[src/rtl/mips_mem_pkg.sv]
// Shared definitions for the MIPS instruction-memory loader path.
package mips_mem_pkg;

  localparam int unsigned IMEM_ADR_W     = 16;
  localparam int unsigned BYTES_PER_WORD = 4;
  localparam int unsigned BYTE_W         = 8;
  localparam int unsigned WORD_W         = BYTE_W * BYTES_PER_WORD;
  localparam int unsigned LANE_W         = $clog2(BYTES_PER_WORD);

  typedef enum logic [2:0] {
    IDLE,
    ACCEPT,
    WRITE,
    VERIFY,
    DONE
  } loader_state_e;

  // Little-endian lane select: lane 0 is bits [7:0].
  function automatic logic [BYTE_W-1:0] byte_of(input logic [WORD_W-1:0] word,
                                                input logic [LANE_W-1:0] k);
    return word[BYTE_W*k +: BYTE_W];
  endfunction

endpackage

[src/rtl/imem_word_serializer.sv]
// Holds one instruction word and presents it byte by byte (lane 0 first),
// with byte, lane offset and last-lane flag all registered.
module imem_word_serializer
  import mips_mem_pkg::*;
(
  input  logic              clk,
  input  logic              rst,
  input  logic              load,
  input  logic [WORD_W-1:0] word,
  input  logic              advance,
  input  logic              rewind,
  output logic [BYTE_W-1:0] data_byte,
  output logic [LANE_W-1:0] offset,
  output logic              last
);

  logic [WORD_W-1:0] word_q;

  // Rewind replays the held word from lane 0 for readback.
  always_ff @(posedge clk or posedge rst) begin
    if (rst) begin
      word_q    <= '0;
      data_byte <= '0;
      offset    <= '0;
      last      <= 1'b0;
    end else if (load) begin
      word_q    <= word;
      data_byte <= byte_of(word, LANE_W'(0));
      offset    <= '0;
      last      <= 1'b0;
    end else if (rewind) begin
      data_byte <= byte_of(word_q, LANE_W'(0));
      offset    <= '0;
      last      <= 1'b0;
    end else if (advance) begin
      data_byte <= byte_of(word_q, offset + LANE_W'(1));
      offset    <= offset + LANE_W'(1);
      last      <= (offset == LANE_W'(BYTES_PER_WORD - 2));
    end
  end

endmodule

[src/rtl/imem_loader.sv]
// Streams 32-bit instruction words into a byte-wide instruction memory.
// Define IMEM_VERIFY_EN to add a readback pass after each word's writes.
module imem_loader
  import mips_mem_pkg::*;
#(
  parameter int unsigned ADR_W = IMEM_ADR_W,
  parameter int unsigned CNT_W = 16
) (
  input  logic              clk,
  input  logic              rst,
  input  logic              start,
  input  logic [ADR_W-1:0]  base_adr,
  input  logic [CNT_W-1:0]  word_count,
  input  logic              in_valid,
  input  logic [WORD_W-1:0] in_data,
  output logic              in_ready,
  output logic [ADR_W-1:0]  mem_adr,
  output logic [BYTE_W-1:0] mem_wdata,
  output logic              mem_we,
  output logic              busy,
  output logic              done,
  output logic [CNT_W-1:0]  words_loaded
`ifdef IMEM_VERIFY_EN
  ,
  input  logic [BYTE_W-1:0] mem_rdata,
  output logic              verify_err
`endif
);

`ifdef IMEM_VERIFY_EN
  localparam loader_state_e LAST_PHASE = VERIFY;
`else
  localparam loader_state_e LAST_PHASE = WRITE;
`endif

  loader_state_e     state;
  logic [ADR_W-1:0]  addr;
  logic [ADR_W-1:0]  next_adr;
  logic [CNT_W-1:0]  remaining;
  logic              ser_load;
  logic              ser_adv;
  logic              ser_rewind;
  logic              ser_last;
  logic [LANE_W-1:0] ser_offset;
  logic              word_end;

  assign ser_load = in_ready && in_valid;
  assign ser_adv  = ((state == WRITE) || (state == VERIFY)) && !ser_last;
  assign word_end = (state == LAST_PHASE) && ser_last;
  assign next_adr = addr + ADR_W'(ser_offset) + ADR_W'(1);
`ifdef IMEM_VERIFY_EN
  assign ser_rewind = (state == WRITE) && ser_last;
`else
  assign ser_rewind = 1'b0;
`endif

  imem_word_serializer u_ser (
    .clk       (clk),
    .rst       (rst),
    .load      (ser_load),
    .word      (in_data),
    .advance   (ser_adv),
    .rewind    (ser_rewind),
    .data_byte (mem_wdata),
    .offset    (ser_offset),
    .last      (ser_last)
  );

  always_ff @(posedge clk or posedge rst) begin
    if (rst) begin
      state        <= IDLE;
      in_ready     <= 1'b0;
      mem_we       <= 1'b0;
      busy         <= 1'b0;
      done         <= 1'b0;
      words_loaded <= '0;
      mem_adr      <= '0;
      addr         <= '0;
      remaining    <= '0;
`ifdef IMEM_VERIFY_EN
      verify_err   <= 1'b0;
`endif
    end else begin
      case (state)
        IDLE, DONE: begin
          if (start) begin
            addr         <= base_adr;
            remaining    <= word_count;
            words_loaded <= '0;
`ifdef IMEM_VERIFY_EN
            verify_err   <= 1'b0;
`endif
            if (word_count == CNT_W'(0)) begin
              state    <= DONE;
              done     <= 1'b1;
              busy     <= 1'b0;
              in_ready <= 1'b0;
            end else begin
              state    <= ACCEPT;
              done     <= 1'b0;
              busy     <= 1'b1;
              in_ready <= 1'b1;
            end
          end
        end
        ACCEPT: begin
          if (in_valid) begin
            state    <= WRITE;
            in_ready <= 1'b0;
            mem_we   <= 1'b1;
            mem_adr  <= addr;
          end
        end
        WRITE: begin
          if (!ser_last) begin
            mem_adr <= next_adr;
          end
`ifdef IMEM_VERIFY_EN
          else begin
            state   <= VERIFY;
            mem_we  <= 1'b0;
            mem_adr <= addr;
          end
`endif
        end
`ifdef IMEM_VERIFY_EN
        VERIFY: begin
          if (mem_rdata != mem_wdata) verify_err <= 1'b1;
          if (!ser_last) mem_adr <= next_adr;
        end
`endif
        default: state <= IDLE;
      endcase

      // Word retired: advance address and counters, then fetch next or finish.
      if (word_end) begin
        mem_we       <= 1'b0;
        addr         <= addr + ADR_W'(BYTES_PER_WORD);
        words_loaded <= words_loaded + CNT_W'(1);
        remaining    <= remaining - CNT_W'(1);
        if (remaining == CNT_W'(1)) begin
          state <= DONE;
          done  <= 1'b1;
          busy  <= 1'b0;
        end else begin
          state    <= ACCEPT;
          in_ready <= 1'b1;
        end
      end
    end
  end

endmodule
[config.mk]
export PLATFORM = sky130hd
export DESIGN_NAME = imem_loader
export DESIGN_NICKNAME = d
export VERILOG_FILES = /design/src/rtl/mips_mem_pkg.sv /design/src/rtl/imem_word_serializer.sv /design/src/rtl/imem_loader.sv
export SDC_FILE = /design/constraint.sdc
export NUM_CORES = 1
export LEC_CHECK = 0
export ABC_AREA = 1
export BUFFER_PORTS_ARGS = -buffer_cell sky130_fd_sc_hd__buf_2
export CORE_MARGIN = 4
export CORE_UTILIZATION = 35
export CTS_BUF_LIST = sky130_fd_sc_hd__clkbuf_2 sky130_fd_sc_hd__clkbuf_4 sky130_fd_sc_hd__clkbuf_8
export DETAILED_ROUTE_END_ITERATION = 10
export SETUP_SLACK_MARGIN = 0.05
export SYNTH_ARGS = -nofsm -noshare
export SYNTH_HDL_FRONTEND = slang
export SYNTH_SLANG_ARGS = --single-unit
[constraint.sdc]
create_clock -name clk -period 5.05 [get_ports clk]
set_clock_uncertainty 0.2 [all_clocks]
set_input_delay 0.505 -clock clk [delete_from_list [all_inputs] [get_ports clk]]
set_output_delay 0.505 -clock clk [all_outputs]
set_load 0.01 [all_outputs]
Word-level counts from Yosys, hierarchy flattened
Cells that the tools add are included.

storage, ports and cells
  register bits after elaboration = 114
  bits of input ports = 68
  output and inout port bits = 44

cells by class
  add/subtract/negate cells = 6
  equality and inequality tests = 11
  shift-type cells = 1
  mux-type cells = 42
  reduce and logical (&&, ||, !) cells = 18

operators with widths
  operator                                                                 number
  16-bit two-way mux                                                       11
  16-bit by 1-bit adder with 16-bit output (second input constant)         2
  16-bit one-hot mux with 2 select lines                                   1
  32-bit by 6-bit indexed part select with 8-bit output                    1
  1-bit two-way mux                                                        19
  16-bit by 2-bit adder with 16-bit output                                 1
  16-bit by 3-bit adder with 16-bit output (second input constant)         1
  16-bit by 1-bit equality test with 1-bit output (second input constant)  1
  16-bit logical NOT                                                       1
  8-bit two-way mux                                                        2
  16-bit by 1-bit subtractor with 16-bit output (second input constant)    1
  3-bit two-way mux                                                        5
  2-bit nonzero test                                                       6
  3-bit one-hot mux with 3 select lines                                    1
  3-bit by 2-bit equality test with 1-bit output (second input constant)   2
  2-bit inequality test (second input constant)                            3
  3-bit inequality test (second input constant)                            2
  3-bit AND reduction                                                      2
  2-bit two-way mux                                                        2
  2-bit AND reduction                                                      2
  3-bit by 1-bit equality test with 1-bit output (second input constant)   1
  3-bit equality test (second input constant)                              1
  1-bit logical AND                                                        3
  3-bit logical NOT                                                        1
  other kinds (6)                                                          6

Logic depth before layout (Yosys ltp)
Gate-level depths: netlist (run 1).

  depth after elaboration = 6
  gate-level depth with buffers = 12
  depth with buffers taken out = 10

Cells and area by module
A second synthesis (run 1) with hierarchy kept.

unflattened totals
  cells, all modules = 899
  area total of the unflattened synthesis = 6516.2 sq um

by module, submodules not included
  module                instances  cells an instance  area an instance (sq um)  sequential area each (sq um)
  imem_loader           1          634                4408.0                    1776.7
  imem_word_serializer  1          265                2108.3                    1076.0

Worst setup path before layout (run 1)
OpenSTA, ideal clock, no wires.

  path type = register to register
  start point = register u_ser.offset[0]
  end point = register mem_adr[12]
  library setup time = 0.117 ns
  data arrival time = 1.987 ns
  path slack = 2.745 ns
  cell stages (with the launch flop) = 12
  cells stage by stage = dfrtp_1 -> buf_2 -> clkinv_1 -> buf_2 -> ha_1 -> fa_1 -> nor2_2 -> nand2_1 -> inv_1 -> nand3_1 -> nand3_1 -> nand2_1

on the way
  longest elaborated chain between the ends = 4

RTL lines
  what                                      RTL line                    source
  start, declared                           imem_word_serializer.sv:13  output logic [LANE_W-1:0] offset,
  start signal, assigned                    imem_word_serializer.sv:37  offset <= offset + LANE_W'(1);
  16-bit by 2-bit adder with 16-bit output  imem_loader.sv:50           assign next_adr = addr + ADR_W'(ser_offset) + ADR_W'(1);
  16-bit by 1-bit adder with 16-bit output  imem_loader.sv:50
  16-bit two-way mux                        imem_loader.sv:115          if (!ser_last) begin
  16-bit one-hot mux with 2 select lines    imem_loader.sv:84           case (state)
  end signal, assigned                      imem_loader.sv:111          mem_adr <= addr;
  end signal, assigned                      imem_loader.sv:116          mem_adr <= next_adr;
  end, declared                             imem_loader.sv:17           output logic [ADR_W-1:0] mem_adr,

Every way passes these cells. The select of a mux whose other input is x is not followed.
A chain may end at the register's enable or synchronous reset.

Worst setup path after layout (run 1)
Same ends and word-level chain as after synthesis.

==> results.sh, run 1 <==
export IMPL_synth_top_family_by_area="simple AND/OR/NAND/NOR gates"
export IMPL_synthesis_area_um2=6100
export IMPL_clk_path_buf_depth=2
export IMPL_power_density_nw_per_um2=553
export IMPL_grt_pass1_vias=5584
export IMPL_syn_nets=897
export IMPL_r2r_end="mem_adr[12]$_DFFE_PP0P_"
export IMPL_fmaxAchievable_mhz=317
export IMPL_chipHeight_um=140
export IMPL_core_area_um2=16800
export IMPL_r2r_start="u_ser.offset[0]$_DFFE_PP0P_"
export IMPL_io_pins=112
export IMPL_dr_total_vias=5745
export IMPL_timing_final_crit_share_pct=62.5
export IMPL_ys_seq_elements=114
export IMPL_drt_pass1_iterations=5
export IMPL_ff_latch_area_um2=2850
export IMPL_synth_cell_types=37
export IMPL_antenna_found_initial=0
export IMPL_path_class="reg -> reg"
export IMPL_slew_headroom_pct=39.7
export IMPL_initial_utilization_pct=36.3
export IMPL_die_x_um=140
export IMPL_whs_endpoint="u_ser.word_q[13]$_DFFE_PP0P_"
export IMPL_gp_congestion=0.887
export IMPL_synth_simple_area_share_pct=33.7
export IMPL_numCtsBuffers=17
export IMPL_antenna_cells=0
export IMPL_synth_mux_area_share_pct=0
export IMPL_finalSetupTns_ns=0
export IMPL_nFillCells=1752
export IMPL_cts_max_level=4
export IMPL_cap_violations=0
export IMPL_outcome="finished, final reports clean"
export IMPL_clock_sinks=114
export IMPL_crit_chain="clkinv_1, ha_1, fa_1, nor2_2, nand2_1, inv_1, nand3_1, nand3_1, nand2_1"
export IMPL_cp_num_buf_inv=2
export IMPL_fp_dieArea_um2=19600
export IMPL_synth_avg_cell_area_um2=7.43
export IMPL_remaining_drc_errors=0
export IMPL_end_kind="flop"
export IMPL_detail_route_iter0_violations=483
export IMPL_synthToLayoutAreaGrowth_pct=18.7
export IMPL_worstSetupStartpointType="flop"
export IMPL_cpLargestDelayFamily="adder cells"
export IMPL_track_usage_pct=17.5
export IMPL_min_from="in_data[13]"
export IMPL_wl_per_cell_um=14.6
export IMPL_setup_viol=0
export IMPL_post_route_util_pct=43.0
export IMPL_final_max_slew_violation_count=0
export IMPL_synth_compound_area_share_pct=9.52
export IMPL_path_clk_slew_ns=0.07
export IMPL_synth_cells=821
export IMPL_r2r_cells=9
export IMPL_synthFlopType="dfrtp_1"
export IMPL_min_path_type="in -> reg"
export IMPL_finalHoldViolCount=0
export IMPL_p_leak_nw=3.69
export IMPL_cts_repair_resized=0
export IMPL_grt_max_degree=58
export IMPL_slowest_delay_ns=0.68
export IMPL_cp_slowest_cell="dfrtp_1"
export IMPL_ys_async_sr_fraction_pct=100
export IMPL_crit_fanout=20
export IMPL_clk_insertion_delay_late_ns=0.45
export IMPL_numPortBuffers=111
export IMPL_finalCriticalPeriod_ns=3.16
export IMPL_drt_wl_total_mm=16.9
export IMPL_cp_arrival_ns=3.30
export IMPL_cts_tree="done"
export IMPL_whs_path_depth=3
export IMPL_antenna_left=0
export IMPL_synth_edf_count=0
export IMPL_rsz0062_at_grt="false"
export IMPL_rows=47
export IMPL_hold_ws_ns=0.0397
export IMPL_hpwl_mm=11.9
export IMPL_ctsRootBufferMaster="clkbuf_8"
export IMPL_viasPerCell=4.95
export IMPL_final_layout_size_suffix_gt1_share_pct=17.2
export IMPL_required_ns=5.19
export IMPL_nets=1003
export IMPL_ys_warn_count=0
export IMPL_grt_pass1_wl_mm=27.8
export IMPL_max_slew_worst_pin_slew_ns=0.903
export IMPL_peakVddDrop_mv=0.213
export IMPL_multi_input_area_um2=2780
export IMPL_synth_adder_area_share_pct=1.76
export IMPL_synthXorXnorAreaFrac_pct=0.575
export IMPL_overflow=0
export IMPL_reg2reg_slack_ns=1.89
export IMPL_seq_area_frac_synth_pct=46.8
## synth_stat cells, types with 3 or more instances
library cell,number,area (µm²)
nor2_1,64,240
nand4_1,12,75.1
a21oi_1,18,90.1
o221ai_1,6,52.6
inv_1,79,297
o21ai_0,30,150
clkbuf_1,9,33.8
buf_2,11,55.1
o211ai_1,12,90.1
buf_4,4,30.0
nand2_2,4,25.0
xor2_1,4,35.0
nand2_1,288,1080
inv_2,3,11.3
ha_1,7,87.6
nor2_2,3,18.8
nor3_1,7,35.0
nand3_1,102,510
dfrtp_1,114,2850
o22ai_1,4,25.0
a22oi_1,5,37.5
o21ai_1,8,40.0
a31oi_1,10,62.6
## metal layers
layer / GRT usage [%] / vias up / share of wire, %
met1: 23.2 / 2676 / 46
met5: 0 / - / 0
met4: 6.17 / 0 / 2.0
met3: 3.68 / 25 / 4.6
li1: - / 2875 / -
met2: 28.5 / 169 / 48
## state kept, by name, summed over array words and instances (netlist names)
name / count
u_ser.word_q: 32
addr: 16
mem_adr: 16
remaining: 16
words_loaded: 16
u_ser.data_byte: 8
state: 3
u_ser.offset: 2
busy: 1
done: 1
in_ready: 1
mem_we: 1
u_ser.last: 1
## cell usage in the layout (no fill, tap or decap), types with 2 or more instances in the layout
cell,synthesis,layout
bufinv_16,0,3
nand2_1,288,288
o21ai_0,30,30
nand4_1,12,12
buf_4,4,3
clkbuf_4,0,3
dfrtp_1,114,114
a21oi_1,18,18
nand3_1,102,102
o22ai_1,4,4
nor2_2,3,3
o221ai_1,6,6
clkinv_2,0,3
buf_2,11,111
o211ai_1,12,12
clkbuf_8,0,20
o21ai_1,8,8
nor2_1,64,64
nor3_1,7,7
clkinv_1,2,2
a31oi_1,10,10
a22oi_1,5,5
nor2_4,2,2
nand2_2,4,4
ha_1,7,7
clkinvlp_4,0,2
inv_1,79,78
xor2_1,4,4
inv_2,3,3
## worst max-delay path by stage
stage          cells after the start                      end  slack (ns)                         from
2_1_floorplan                      1      addr[0]$_DFFE_PP0P_        1.33                          rst
3_3_place_gp                       9  mem_adr[12]$_DFFE_PP0P_        2.05  u_ser.offset[0]$_DFFE_PP0P_
3_5_place_dp                       9  mem_adr[12]$_DFFE_PP0P_        1.96  u_ser.offset[0]$_DFFE_PP0P_
4_1_cts                            9  mem_adr[12]$_DFFE_PP0P_        1.93  u_ser.offset[0]$_DFFE_PP0P_
5_1_grt                            9  mem_adr[12]$_DFFE_PP0P_        1.62  u_ser.offset[0]$_DFFE_PP0P_
6_report                           9  mem_adr[12]$_DFFE_PP0P_        1.89  u_ser.offset[0]$_DFFE_PP0P_
## metrics by stage
step	instance area, µm²	std cells	setup slack, ns	total power [W]
after floorplan	6100	821	1.33	0.00264
after global placement	6800	1127	2.05	0.00307
after detailed placement	6800	1127	1.96	0.00310
after CTS	7240	1160	1.93	0.00404
after global routing	7240	1160	1.62	0.00434
final	7240	1160	1.89	0.00400
## power by group
group / switching [W] / total [W] / internal [W]
combinational: 0.000966 / 0.00150 / 0.000530
sequential: 0.000313 / 0.00158 / 0.00126
clock: 0.000390 / 0.000932 / 0.000542
## cells by family after synthesis
family                     count (synthesis)
and+or+nand+nor                          486
DFF                                      114
buffers and inverters                    112
AOI/OAI and AO/OA                         97
xor gates and xnor gates                   4
adders and majority gates                  8
## final cells by class
| class | count | area share, % |
|---|---|---|
| Clock buffer | 23 | 4.11 |
| Multi-Input combinational cell | 595 | 38.4 |
| Timing Repair Buffer | 115 | 8.12 |
| Tap cell | 220 | 3.80 |
| Clock inverter | 9 | 1.78 |
| Inverter | 84 | 4.39 |
| Sequential cell | 114 | 39.4 |
## worst min-delay path, stage by stage
cell	delay, ns
buf_2	0.07
nand2_1	0.04
nand2_1	0.04
## repair_timing
action,CTS,global route
endpoints found under the hold margin,3,0
setup buffers,0,0
hold buffers,1,0
No activity file was read; power rests on OpenSTA's default activity.
==> inputs of run 2 (changes only) <==
clock period = 3.08 ns   (was 5.05 ns; I/O delays follow)
==> run 2 against run 1 <==
Die area did not move. Hold slack improved by 0.033 ns. Routed wire length rose by 1.7%. Via count rose by 2.3%. Sequential share of layout area fell by 3.5 points. Clock-buffer cell count fell by 1. Largest cell class unchanged. Non-clock buffer count rose by 67. Fmax rose by 46%. Clock power rose by 78%. Flip-flop and latch count did not move.
==> results.sh, run 2 (synthesized netlist as in run 1, its figures left out) <==
export IMPL_synthToLayoutAreaGrowth_pct=30.4
export IMPL_slowest_delay_ns=0.51
export IMPL_finalCriticalPeriod_ns=2.16
export IMPL_use_met2_pct=29.8
export IMPL_power_density_nw_per_um2=851
export IMPL_switching_share_pct=40.1
export IMPL_fmaxAchievable_mhz=464
export IMPL_slew_headroom_pct=58.3
export IMPL_busiest_layer="met2"
export IMPL_final_common_cell="nand2_1"
export IMPL_wl_per_cell_um=14.0
export IMPL_ctsRootBufferMaster="clkbuf_8"
export IMPL_place_area_um2=6860
export IMPL_crit_fanout=19
export IMPL_top_register="u_ser.word_q"
export IMPL_final_layout_size_suffix_gt1_share_pct=16.7
export IMPL_grt_pass1_vias=5722
export IMPL_grt_pass1_wl_mm=28.9
export IMPL_peakVddDrop_mv=0.469
export IMPL_final_cell_mix="nand2_1 (288), dfrtp_1 (114), buf_2 (111), nand3_1 (102), inv_1 (78)"
export IMPL_dr_total_vias=5879
export IMPL_outcome="finished, final reports clean"
export IMPL_remaining_drc_errors=0
export IMPL_largest_reg_flops=32
export IMPL_met1_usage_pct=24.3
export IMPL_initial_utilization_pct=36.3
export IMPL_track_usage_pct=18.1
export IMPL_required_ns=3.24
export IMPL_setup_viol=0
export IMPL_gp_congestion=0.818
export IMPL_seqPwrFrac_pct=37.7
export IMPL_path_class="reg -> reg"
export IMPL_finalSetupTns_ns=0
export IMPL_design_area_um2=7950
export IMPL_cap_violations=0
export IMPL_antenna_found_initial=0
export IMPL_io_pins=112
export IMPL_drt_wl_total_mm=17.2
export IMPL_nets=1070
export IMPL_max_slew_worst_pin_slew_ns=0.625
export IMPL_min_path_type="in -> reg"
export IMPL_chipHeight_um=140
export IMPL_timing_final_crit_share_pct=70.0
export IMPL_antenna_cells=0
export IMPL_rsz0062_at_grt="false"
export IMPL_final_max_slew_violation_count=0
export IMPL_rows=47
export IMPL_numPortBuffers=111
export IMPL_use_met3_pct=3.85
export IMPL_internal_power_w=0.00406
export IMPL_cp_arrival_ns=2.32
export IMPL_cts_setup_buffers=0
export IMPL_finalHoldViolCount=0
export IMPL_power_frac_comb_pct=37.7
export IMPL_p_clk_share_pct=24.6
export IMPL_cts_repair_resized=0
export IMPL_hpwl_mm=12.0
export IMPL_cp_slowest_cell="ha_1"
export IMPL_worstSetupStartpointType="flop"
export IMPL_p_leak_nw=4.01
export IMPL_grt_max_degree=43
export IMPL_core_area_um2=16800
export IMPL_overflow=0
export IMPL_cts_tree="done"
export IMPL_clk_insertion_delay_late_ns=0.44
export IMPL_power_switching_w=0.00271
export IMPL_end_kind="flop"
export IMPL_viasPerCell=4.79
export IMPL_cts_hold_buffers=62
export IMPL_numCtsBuffers=17
export IMPL_clock_sinks=114
export IMPL_cts_max_level=4
export IMPL_die_x_um=140
export IMPL_crit_chain="clkinv_1, buf_4, ha_1, clkinv_1, nand3_1, nand3_1, a31oi_1"
export IMPL_clk_path_buf_depth=2
export IMPL_fp_dieArea_um2=19600
export IMPL_antenna_left=0
export IMPL_detail_route_iter0_violations=515
export IMPL_drt_pass1_iterations=9
export IMPL_path_clk_slew_ns=0.07
run 2: cell count changes in the layout (fill, tap and decap cells not counted), sizes merged:
cell,change
dlygate4sd3,+61
buf,+6
bufinv,+2
clkbuf,-1
clkinv,+1
clkinvlp,-1
inv,-1
run 2: path summary, 6_finish.rpt:
check / from / to / slack [ns] / depth (start not counted)
worst min register to register: mem_adr[2]$_DFFE_PP0P_ / mem_adr[2]$_DFFE_PP0P_ / 0.28 / 2
min in group asynchronous: rst / u_ser.word_q[18]$_DFFE_PP0P_ / 0.24 / 3
worst max register to register: u_ser.offset[0]$_DFFE_PP0P_ / u_ser.data_byte[3]$_DFFE_PP0P_ / 0.92 / 7
max in group asynchronous: rst / remaining[6]$_DFFE_PP0P_ / 1.72 / 4
worst min-delay path: word_count[13] / remaining[13]$_DFFE_PP0P_ / 0.07 / 4
worst max-delay path: u_ser.offset[0]$_DFFE_PP0P_ / u_ser.data_byte[3]$_DFFE_PP0P_ / 0.92 / 7
run 2: worst max-delay path: cells and delay by family (launching register included):
kind                     cells  cell delay [ns]
AO/OA/AOI/OAI                1             0.14
buffers and inverters        3             0.62
adder cells (fa/ha/maj)      1             0.51
flip-flops                   1             0.35
AND/OR/NAND/NOR              2             0.25
run 2: final cells by class:
cell class	count	area, µm²
clock inverters	10	179
multi-input cells	595	2780
fillers	1709	8870
clock buffers	22	290
repair buffers	182	1260
inverters	84	319
flip-flops and latches	114	2850
well taps	220	275
run 2: power groups by stage:
| stage | Sequential [W] | Clock, W | Combinational, W |
|---|---|---|---|
| global placement | 0.00257 | 0 | 0.00249 |
| detailed placement | 0.00257 | 0 | 0.00252 |
| CTS | 0.00255 | 0.00171 | 0.00259 |
| floorplan | 0.00250 | 0 | 0.00183 |
| global route | 0.00264 | 0.00177 | 0.00294 |
| finish | 0.00255 | 0.00166 | 0.00255 |
run 2: metrics by stage:
step / utilization (%) / power (W) / worst slack [ns] / instances / hold WS (ns)
finish: 47.3 / 0.00677 / 0.923 / 1227 / 0.0725
global route: 47.3 / 0.00736 / 0.733 / 1227 / 0.102
CTS: 47.3 / 0.00684 / 0.919 / 1227 / 0.0461
detailed placement: 40.8 / 0.00509 / 0.930 / 1133 / 0.162
global placement: 40.8 / 0.00505 / 0.998 / 1133 / 0.162
floorplan: - / 0.00433 / 0.775 / 821 / 0.218
run 2: routing by layer:
metal | wire [µm] | part of all wire, % | vias to the layer above
met2 | 8250 | 48 | 162
met5 | 0 | 0 | -
met4 | 209 | 1.2 | 0
met3 | 863 | 5.0 | 20
li1 | - | - | 3012
met1 | 7850 | 46 | 2685
==> inputs of run 3 (changes only) <==
clock period = 2.21 ns   (was 3.08 ns; I/O delays follow)
==> run 3 against run 2 <==
Clock power up 39%. Non-clock buffer count up 16. Worst setup slack worse by 0.65 ns. Flip-flop and latch count unchanged. Total power up 41%. Via count up 2.6%. Combinational power up 47%. Critical path type unchanged. Critical endpoint is now remaining[12]$_DFFE_PP0P_. Largest power group is now combinational cells. Highest routed layer unchanged.
==> results.sh, run 3 (synthesized netlist as in run 1, its figures left out) <==
export IMPL_slowest_delay_ns=0.38
export IMPL_dr_total_vias=6032
export IMPL_r2r_cells=9
export IMPL_post_route_util_pct=48.1
export IMPL_path_clk_slew_ns=0.07
export IMPL_worstSetupStartpointType="flop"
export IMPL_cts_max_level=4
export IMPL_fp_dieArea_um2=19600
export IMPL_antenna_cells=0
export IMPL_hpwl_mm=12.2
export IMPL_chipHeight_um=140
export IMPL_required_ns=2.34
export IMPL_grt_pass1_vias=5910
export IMPL_die_x_um=140
export IMPL_wl_per_cell_um=14.0
export IMPL_finalSetupTns_ns=0
export IMPL_drt_wl_total_mm=17.4
export IMPL_path_class="reg -> reg"
export IMPL_nets=1086
export IMPL_cp_arrival_ns=2.06
export IMPL_numPortBuffers=111
export IMPL_max_slew_worst_pin_slew_ns=0.574
export IMPL_finalHoldViolCount=0
export IMPL_gp_congestion=0.882
export IMPL_ctsRootBufferMaster="clkbuf_8"
export IMPL_grt_pass1_wl_mm=29.0
export IMPL_core_area_um2=16800
export IMPL_finalCriticalPeriod_ns=1.93
export IMPL_p_total_w=0.00956
export IMPL_crit_fanout=4
export IMPL_slew_headroom_pct=61.6
export IMPL_cap_violations=0
export IMPL_timing_final_crit_share_pct=87.5
export IMPL_rows=47
export IMPL_overflow=0
export IMPL_rsz0062_at_grt="false"
export IMPL_cts_tree="done"
export IMPL_power_density_nw_per_um2=1180
export IMPL_min_path_type="in -> async"
export IMPL_synthToLayoutAreaGrowth_pct=32.8
export IMPL_numCtsBuffers=17
export IMPL_drt_pass1_iterations=5
export IMPL_outcome="finished, final reports clean"
export IMPL_antenna_found_initial=0
export IMPL_clk_insertion_delay_late_ns=0.45
export IMPL_detail_route_iter0_violations=327
export IMPL_remaining_drc_errors=0
export IMPL_largest_reg_flops=32
export IMPL_final_max_slew_violation_count=0
export IMPL_viasPerCell=4.85
export IMPL_track_usage_pct=18.1
export IMPL_crit_chain="inv_1, ha_1, inv_1, nor3_1, nand2_1, nor2_1, nand3_1, nand3_1, nand2_1"
export IMPL_peakVddDrop_mv=0.561
export IMPL_final_common_cell="nand2_1"
export IMPL_hold_ws_ns=0.183
export IMPL_antenna_left=0
export IMPL_end_kind="flop"
export IMPL_initial_utilization_pct=36.3
export IMPL_clock_sinks=114
export IMPL_fmaxAchievable_mhz=517
export IMPL_io_pins=112
export IMPL_cp_slowest_cell="dfrtp_1"
export IMPL_final_cell_mix="nand2_1 (288), dfrtp_1 (114), buf_2 (111), nand3_1 (102), inv_1 (78)"
export IMPL_setup_viol=0
export IMPL_top_register="u_ser.word_q"
export IMPL_clk_path_buf_depth=2
export IMPL_p_leak_nw=4.07
export IMPL_final_layout_size_suffix_gt1_share_pct=17.7
export IMPL_grt_max_degree=48
run 3: cell types whose count changed in the layout (fill, tap and decap cells not counted), sizes merged:
cell / previous run / this run
clkbuf: 22 / 19
clkinvlp: 1 / 5
buf: 120 / 131
clkinv: 7 / 5
dlygate4sd3: 62 / 67
inv: 81 / 82
run 3: repair_timing:
action	CTS	global route
setup buffers	0	0
hold buffers	67	0
hold endpoints to repair	97	0
setup endpoints to repair	0	1
gates resized for setup	0	1
run 3: metal layers:
| layer | track usage (%) | share of wire [%] | vias to the layer above |
|---|---|---|---|
| met5 | 0 | 0 | - |
| met2 | 30.4 | 48 | 160 |
| met4 | 4.54 | 1.0 | 0 |
| met1 | 23.6 | 46 | 2803 |
| li1 | - | - | 3048 |
| met3 | 4.26 | 5.0 | 21 |
run 3: path summary, 6_finish.rpt:
kind                                     startpoint                      endpoint  slack (ns)
min in group clk             mem_adr[2]$_DFFE_PP0P_        mem_adr[2]$_DFFE_PP0P_        0.28
setup reg to reg           remaining[0]$_DFFE_PP0P_     remaining[12]$_DFFE_PP0P_        0.28
setup / recovery           remaining[0]$_DFFE_PP0P_     remaining[12]$_DFFE_PP0P_        0.28
hold / removal                                  rst  u_ser.word_q[27]$_DFFE_PP0P_        0.18
hold reg to reg              mem_adr[2]$_DFFE_PP0P_        mem_adr[2]$_DFFE_PP0P_        0.28
max in group asynchronous                       rst           addr[8]$_DFFE_PP0P_        0.99
run 3: where the power goes:
part / internal (W) / leakage (nW) / total (W) / switching, W
combinational: 0.00142 / 2.42 / 0.00375 / 0.00232
clock: 0.00138 / 0.222 / 0.00230 / 0.000920
sequential: 0.00288 / 1.42 / 0.00351 / 0.000626
run 3: layout make-up:
class / count / area, µm²
multi-input cells: 595 / 2780
fillers: 1699 / 8720
flip-flops and latches: 114 / 2850
inverters: 84 / 324
repair buffers: 198 / 1400
well taps: 220 / 275
clock inverters: 13 / 208
clock buffers: 19 / 255
run 3: critical path: cells and delay by family, from the launching register on:
kind          cells  cell delay (ns)
simple gates      6             0.89
flops             1             0.38
fa+ha+maj         1             0.18
buf+inv           2             0.17
run 3: metrics by stage:
step                instance area, µm²  cells  worst slack [ns]
floorplan                         6110    821            0.0911
global placement                  6960   1144             0.293
detailed placement                6960   1144             0.270
CTS                               8100   1243             0.245
global route                      8100   1243            0.0828
finish                            8100   1243             0.277
